$ cat src/rtl/jpeg_pkg.sv
// Shared JPEG constants: coefficient width, block size and the zigzag scan table.
// No logic, so no latency or backpressure of its own.
// Also used by the inverse scan stage, which walks the same table the other way.
package jpeg_pkg;

  localparam int COEF_W   = 11;
  localparam int BLK_SIZE = 64;
  localparam int IDX_W    = 6;

  // Zigzag position -> raster position inside an 8x8 block.
  localparam logic [5:0] ZZ [BLK_SIZE] = '{
    6'd0,  6'd1,  6'd8,  6'd16, 6'd9,  6'd2,  6'd3,  6'd10,
    6'd17, 6'd24, 6'd32, 6'd25, 6'd18, 6'd11, 6'd4,  6'd5,
    6'd12, 6'd19, 6'd26, 6'd33, 6'd40, 6'd48, 6'd41, 6'd34,
    6'd27, 6'd20, 6'd13, 6'd6,  6'd7,  6'd14, 6'd21, 6'd28,
    6'd35, 6'd42, 6'd49, 6'd56, 6'd57, 6'd50, 6'd43, 6'd36,
    6'd29, 6'd22, 6'd15, 6'd23, 6'd30, 6'd37, 6'd44, 6'd51,
    6'd58, 6'd59, 6'd52, 6'd45, 6'd38, 6'd31, 6'd39, 6'd46,
    6'd53, 6'd60, 6'd61, 6'd54, 6'd47, 6'd55, 6'd62, 6'd63
  };

  // Raster address of the coefficient emitted at zigzag position idx.
  function automatic logic [5:0] zz_addr(input logic [5:0] idx);
    return ZZ[idx];
  endfunction

endpackage

$ cat src/rtl/coef_bank.sv
// One 8x8 coefficient bank: simple dual-port RAM, one write port, one registered read port.
// Latency: read data appears one clock after re_i; write visible to reads on the next clock.
// Backpressure: the read register holds its value while re_i is low.
module coef_bank #(
  parameter int W     = 11,
  parameter int DEPTH = 64,
  parameter int AW    = 6
) (
  input  logic          clk,
  input  logic          rst,
  input  logic          we_i,
  input  logic [AW-1:0] waddr_i,
  input  logic [W-1:0]  wdata_i,
  input  logic          re_i,
  input  logic [AW-1:0] raddr_i,
  output logic [W-1:0]  rdata_o
);

  logic [W-1:0] mem_q [DEPTH];
  logic [W-1:0] rdata_q;

  // Storage array: never reset, a block is always fully written before it is read.
  always_ff @(posedge clk) begin
    if (we_i) begin
      mem_q[waddr_i] <= wdata_i;
    end
  end

  // Read register: doubles as the output data register of the buffer, so it resets to zero.
  always_ff @(posedge clk or posedge rst) begin
    if (rst) begin
      rdata_q <= '0;
    end else if (re_i) begin
      rdata_q <= mem_q[raddr_i];
    end
  end

  assign rdata_o = rdata_q;

endmodule

$ cat src/rtl/zigzag_buffer.sv
// Raster-to-zigzag reorder of 8x8 quantized coefficient blocks using two ping-pong banks.
// Latency: first zigzag output valid one clock after the 64th raster input is accepted.
// Backpressure: rdy_out drops while both banks hold unissued blocks; out/last hold while !rdy_in.
module zigzag_buffer #(
  parameter int COEF_W   = jpeg_pkg::COEF_W,
  parameter int BLK_SIZE = jpeg_pkg::BLK_SIZE
) (
  input  logic              clk,
  input  logic              rst,
  input  logic              ena_in,
  output logic              rdy_out,
  input  logic [COEF_W-1:0] in,
  output logic              ena_out,
  input  logic              rdy_in,
  output logic [COEF_W-1:0] out,
  output logic              last
);

  localparam int IDX_W = jpeg_pkg::IDX_W;
  localparam logic [IDX_W-1:0] LAST_IDX = IDX_W'(BLK_SIZE - 1);

  // Write side state
  logic [IDX_W-1:0] wr_idx_q, wr_idx_d;
  logic             wr_bank_q, wr_bank_d;
  // Bank occupancy: set when a block is completely written, cleared when its last entry is issued
  logic [1:0]       full_q, full_d;
  // Read side state
  logic [IDX_W-1:0] rd_idx_q, rd_idx_d;
  logic             rd_bank_q, rd_bank_d;
  // Output register state; the data itself lives in the bank read registers
  logic             vld_q, vld_d;
  logic             last_q, last_d;
  logic             sel_q, sel_d;

  logic             wr_fire;
  logic             rd_load;
  logic [1:0]       bank_we;
  logic [1:0]       bank_re;
  logic [IDX_W-1:0] rd_addr;
  logic [COEF_W-1:0] bank_rdata [2];

  assign rdy_out = ~full_q[wr_bank_q];
  assign wr_fire = ena_in & rdy_out;
  // The output register refills when it is empty or being consumed this edge.
  assign rd_load = (~vld_q | rdy_in) & full_q[rd_bank_q];
  assign rd_addr = jpeg_pkg::zz_addr(rd_idx_q);

  assign bank_we = {wr_fire & wr_bank_q, wr_fire & ~wr_bank_q};
  assign bank_re = {rd_load & rd_bank_q, rd_load & ~rd_bank_q};

  // Next-state for both counters, bank pointers, full flags and output flags.
  always_comb begin
    wr_idx_d  = wr_idx_q;
    wr_bank_d = wr_bank_q;
    full_d    = full_q;
    rd_idx_d  = rd_idx_q;
    rd_bank_d = rd_bank_q;
    vld_d     = vld_q;
    last_d    = last_q;
    sel_d     = sel_q;

    if (wr_fire) begin
      if (wr_idx_q == LAST_IDX) begin
        wr_idx_d          = '0;
        full_d[wr_bank_q] = 1'b1;
        wr_bank_d         = ~wr_bank_q;
      end else begin
        wr_idx_d = wr_idx_q + IDX_W'(1);
      end
    end

    // Set and clear always target different banks: a write needs the bank empty, an issue needs it full.
    if (rd_load) begin
      vld_d  = 1'b1;
      last_d = (rd_idx_q == LAST_IDX);
      sel_d  = rd_bank_q;
      if (rd_idx_q == LAST_IDX) begin
        rd_idx_d          = '0;
        full_d[rd_bank_q] = 1'b0;
        rd_bank_d         = ~rd_bank_q;
      end else begin
        rd_idx_d = rd_idx_q + IDX_W'(1);
      end
    end else if (rdy_in) begin
      vld_d  = 1'b0;
      last_d = 1'b0;
    end
  end

  // State registers; reset discards any partial or complete block.
  always_ff @(posedge clk or posedge rst) begin
    if (rst) begin
      wr_idx_q  <= '0;
      wr_bank_q <= 1'b0;
      full_q    <= 2'b00;
      rd_idx_q  <= '0;
      rd_bank_q <= 1'b0;
      vld_q     <= 1'b0;
      last_q    <= 1'b0;
      sel_q     <= 1'b0;
    end else begin
      wr_idx_q  <= wr_idx_d;
      wr_bank_q <= wr_bank_d;
      full_q    <= full_d;
      rd_idx_q  <= rd_idx_d;
      rd_bank_q <= rd_bank_d;
      vld_q     <= vld_d;
      last_q    <= last_d;
      sel_q     <= sel_d;
    end
  end

  for (genvar b = 0; b < 2; b++) begin : g_bank
    coef_bank #(
      .W     (COEF_W),
      .DEPTH (BLK_SIZE),
      .AW    (IDX_W)
    ) u_bank (
      .clk     (clk),
      .rst     (rst),
      .we_i    (bank_we[b]),
      .waddr_i (wr_idx_q),
      .wdata_i (in),
      .re_i    (bank_re[b]),
      .raddr_i (rd_addr),
      .rdata_o (bank_rdata[b])
    );
  end

  // Only the bank that was last read updates its read register, so the selected word stays put under backpressure.
  assign out     = bank_rdata[sel_q];
  assign ena_out = vld_q;
  assign last    = last_q;

endmodule

$ cat config.mk
export PLATFORM = sky130hd
export DESIGN_NAME = zigzag_buffer
export DESIGN_NICKNAME = d
export VERILOG_FILES = /design/src/rtl/jpeg_pkg.sv /design/src/rtl/coef_bank.sv /design/src/rtl/zigzag_buffer.sv
export SDC_FILE = /design/constraint.sdc
export NUM_CORES = 2
export LEC_CHECK = 0
export CORE_ASPECT_RATIO = 0.75
export CORE_UTILIZATION = 60
export DETAILED_ROUTE_END_ITERATION = 10
export HOLD_SLACK_MARGIN = 0.05
export PLACE_DENSITY = 0.84
export RECOVER_POWER = 25
export SLEW_MARGIN = 20
export SYNTH_ARGS = -nofsm -noshare
export SYNTH_HDL_FRONTEND = slang
export SYNTH_SLANG_ARGS = --single-unit
export TNS_END_PERCENT = 1
$ cat constraint.sdc
create_clock -name clk -period 3.7 [get_ports clk]
set_clock_uncertainty 0.05 [all_clocks]
set_input_delay 0.37 -clock clk [delete_from_list [all_inputs] [get_ports clk]]
set_output_delay 0.37 -clock clk [all_outputs]
set_load 0.02 [all_outputs]
==> qor.yml <==
layout.nets: 3941
arrival_ps: 4330
cts_buffers: 119
io_buffers: 28
gp_congestion: 0.955
slew_violations: 878
ys_ff_latch: 1449
vdd_drop_max_mv: 0.643
cts_tree: "built"
antenna_left: 0
period_share: 1.02
design_power_total_uw: 45500
cp-end-kind: "flip-flop"
clock.fmax_mhz: 266
required_ps: 4270
dp_hpwl_mm: 95.1
syn-cell-area_mm2: 0.0580
crit_type: "reg2reg"
area_delta_synth_final_pct: 13.6
num-fill-cells: 5435
fin_setup_tns_ps: -59.0
vias_per_cell: 7.15
placed_area_mm2: 0.0619
std_cell_rows: 98
async_reset_ff_frac: 0.0283
synth_top_cell_area_share: 0.728
p_leak_uw: 0.0222
synth.area.top_cells: "edfxtp_1 73%, mux4_2 5.2%, a211oi_1 3.0%, nand2_1 2.7%, and3_1 2.6%"
p_per_area_mw_per_mm2: 690
synth_edf_count: 1408
track_usage: 0.330
avgRoutedWirePerCell_um: 31.1
drt_iter0_markers: 7294
drt_wl_total_mm: 164
worstMarginPinSlew_ps: 4010
grt_pass1_wl_mm: 237
seqCellArea_mm2: 0.0433
yosysSeqAreaShare: 0.746
top_level_ports: 29
clk_latency_ps: 750
drv_cap: 11
fin_crit_ps: 3760
multi_input_area_mm2: 0.0136
clkTransAtPathRegs_ps: 70
ys_types: 69
rsz0062_at_grt: "true"
synthCells: 3663
setup_violations: 1
first_pass_iters: 9
grt_antenna_before_repair: 8
cts_buffer_depth: 3
gr-usage-met2: 0.504
die_area_mm2: 0.0980
initial_utilization: 0.608
cp_max_fo: 8
met1_usage: 0.436
met3_usage: 0.103
grt_pass1_vias: 36304
cts_sinks: 1449
violations: "capacitance limit, slew limit, setup timing"
start_kind: "flip-flop"
status: "complete, but fails checks"
syn_area_per_cell_um2: 15.8
die_height_um: 271
slew_headroom: -1.67
hold_slack_ps: 39.6
route.detailed.drc: 0
fp.dieW_um: 361
grt_overflow: 0
setup_slack_ps: -59.0
drive_above_1_share: 0.189
syn-num-nets: 3694
finish.utilization: 0.691
synthFlopType: "edfxtp_1"
synth_area_leader_cell: "edfxtp_1"
fin_area_mm2: 0.0660
htreeDepth: 3
grt.busiest_layer: "met2"
vias: 37636
hold_viol: 0
yosys_warnings: 0
clockRootBuffer: "clkbuf_16"
grt_max_degree: 104
hold_path.class: "in2async"
coreArea_mm2: 0.0955
==> worst paths after layout <==
path / start / to / slack (ps) / cells after the start
worst min-delay path: rst / g_bank[0].u_bank.rdata_o[7] / 40 / 2
worst max-delay path: rd_idx_q[0] / g_bank[1].u_bank.rdata_o[9] / -60 / 12
min in group clk: full_q[0] / full_q[0] / 550 / 2
max in group asynchronous: rst / rd_idx_q[4] / 2950 / 3
worst min register to register: full_q[0] / full_q[0] / 550 / 2
worst max register to register: rd_idx_q[0] / g_bank[1].u_bank.rdata_o[9] / -60 / 12
==> critical path, stage by stage (launching register included) <==
cell      delay [ps]
dfrtp_1          370
inv_2             60
buf_4            160
ha_1             250
mux4_2           490
mux2_2           320
o21bai_4         340
nand2b_2         100
and2_1           320
buf_4            250
a31oi_1          470
a211o_1          320
nand4_1          120
==> Yosys cell counts, types with 3 or more instances <==
library cell and number:
ha_1 16, nand4_1 33, o21ai_0 87, inv_1 12, o21bai_1 3, o22a_1 8, nand2_1 420, mux2_2 13
nor2_1 152, or3_1 16, and2_1 8, nor3b_1 3, nor3_1 37, or3b_2 3, a31o_2 8, mux4_2 135
buf_2 59, nor2b_1 6, and3_1 238, nor3_2 3, a22oi_1 35, o22ai_1 25, o21ai_1 30, a2bb2oi_1 9
buf_4 15, mux2i_1 24, o2bb2ai_1 19, xnor2_1 4, a21oi_1 73, nand3_1 132, a211o_1 19, edfxtp_1 1408
buf_1 10, a31oi_1 72, a211oi_1 232, nand3b_1 7, buf_6 22, buf_12 3, clkbuf_1 158, o32ai_1 4
nand2b_1 6, dfrtp_1 41, o31ai_1 15, a22o_1 12
==> sequential cells by signal (all words and copies together), names as in the netlist <==
register / cells
ena_out: 1
full_q: 2
g_bank.u_bank.mem_q: 1408
g_bank.u_bank.rdata_o: 22
last: 1
rd_bank_q: 1
rd_idx_q: 6
sel_q: 1
wr_bank_q: 1
wr_idx_q: 6
==> routing by layer <==
metal  vias to the layer above  wire length [um]  part of all wire
met5                         -               101           0.00062
li1                      14939                 -                 -
met2                      3649             74200              0.45
met1                     18336             54400              0.33
met3                       702             25300              0.15
met4                        10              9660             0.059
==> cell usage in the layout, fill, tap and decap left out, types with 79 or more instances in the layout <==
master and count:
a211oi_1 224, and3_1 237, buf_4 315, clkbuf_16 121
edfxtp_1 1408, mux4_2 135, nand2_1 419, nand3_1 132
nor2_1 149, o21ai_0 79
==> power breakdown <==
part	internal [uW]	total (uW)	switching, uW
sequential	18400	18600	273
combinational	5460	14200	8760
clock	6790	12700	5880
total	30600	45500	14900
==> metrics by stage <==
step | cells | setup slack [ps]
after floorplan | 3663 | 407
after global placement | 5032 | 33.5
after detailed placement | 5032 | -78.2
after CTS | 5251 | -58.2
after global routing | 5259 | -56.5
final | 5264 | -59.0
==> area by class of cell <==
cell class,instances,share of cell area
diodes,6,0.000228
clock buffers,147,0.0477
clock inverters,72,0.0101
inverters,14,0.000816
multi-input cells,1930,0.206
flip-flops and latches,1449,0.657
well taps,1250,0.0237
repair buffers,396,0.0552
==> timing repair <==
action / in CTS / in global routing
cloned: 0 / 1
gates resized for setup: 17 / 39
endpoints found under the setup margin: 18 / 22
hold buffers: 0 / 0
pin swaps: 1 / 5
buffers inserted: 0 / 6
==> kinds of logic (layout without fill, tap and decap cells) <==
family | after synthesis | after routing | synth area share
compound gates | 666 | 666 | 0.0782
xor+xnor | 4 | 4 | 0.000603
flops | 1449 | 1449 | 0.746
buf+inv | 284 | 629 | 0.0247
mux | 172 | 172 | 0.0590
fa+ha+maj | 16 | 16 | 0.00345
other cells | 0 | 6 | 0
simple gates | 1072 | 1072 | 0.0879
No activity file was read; power rests on OpenSTA's default activity.
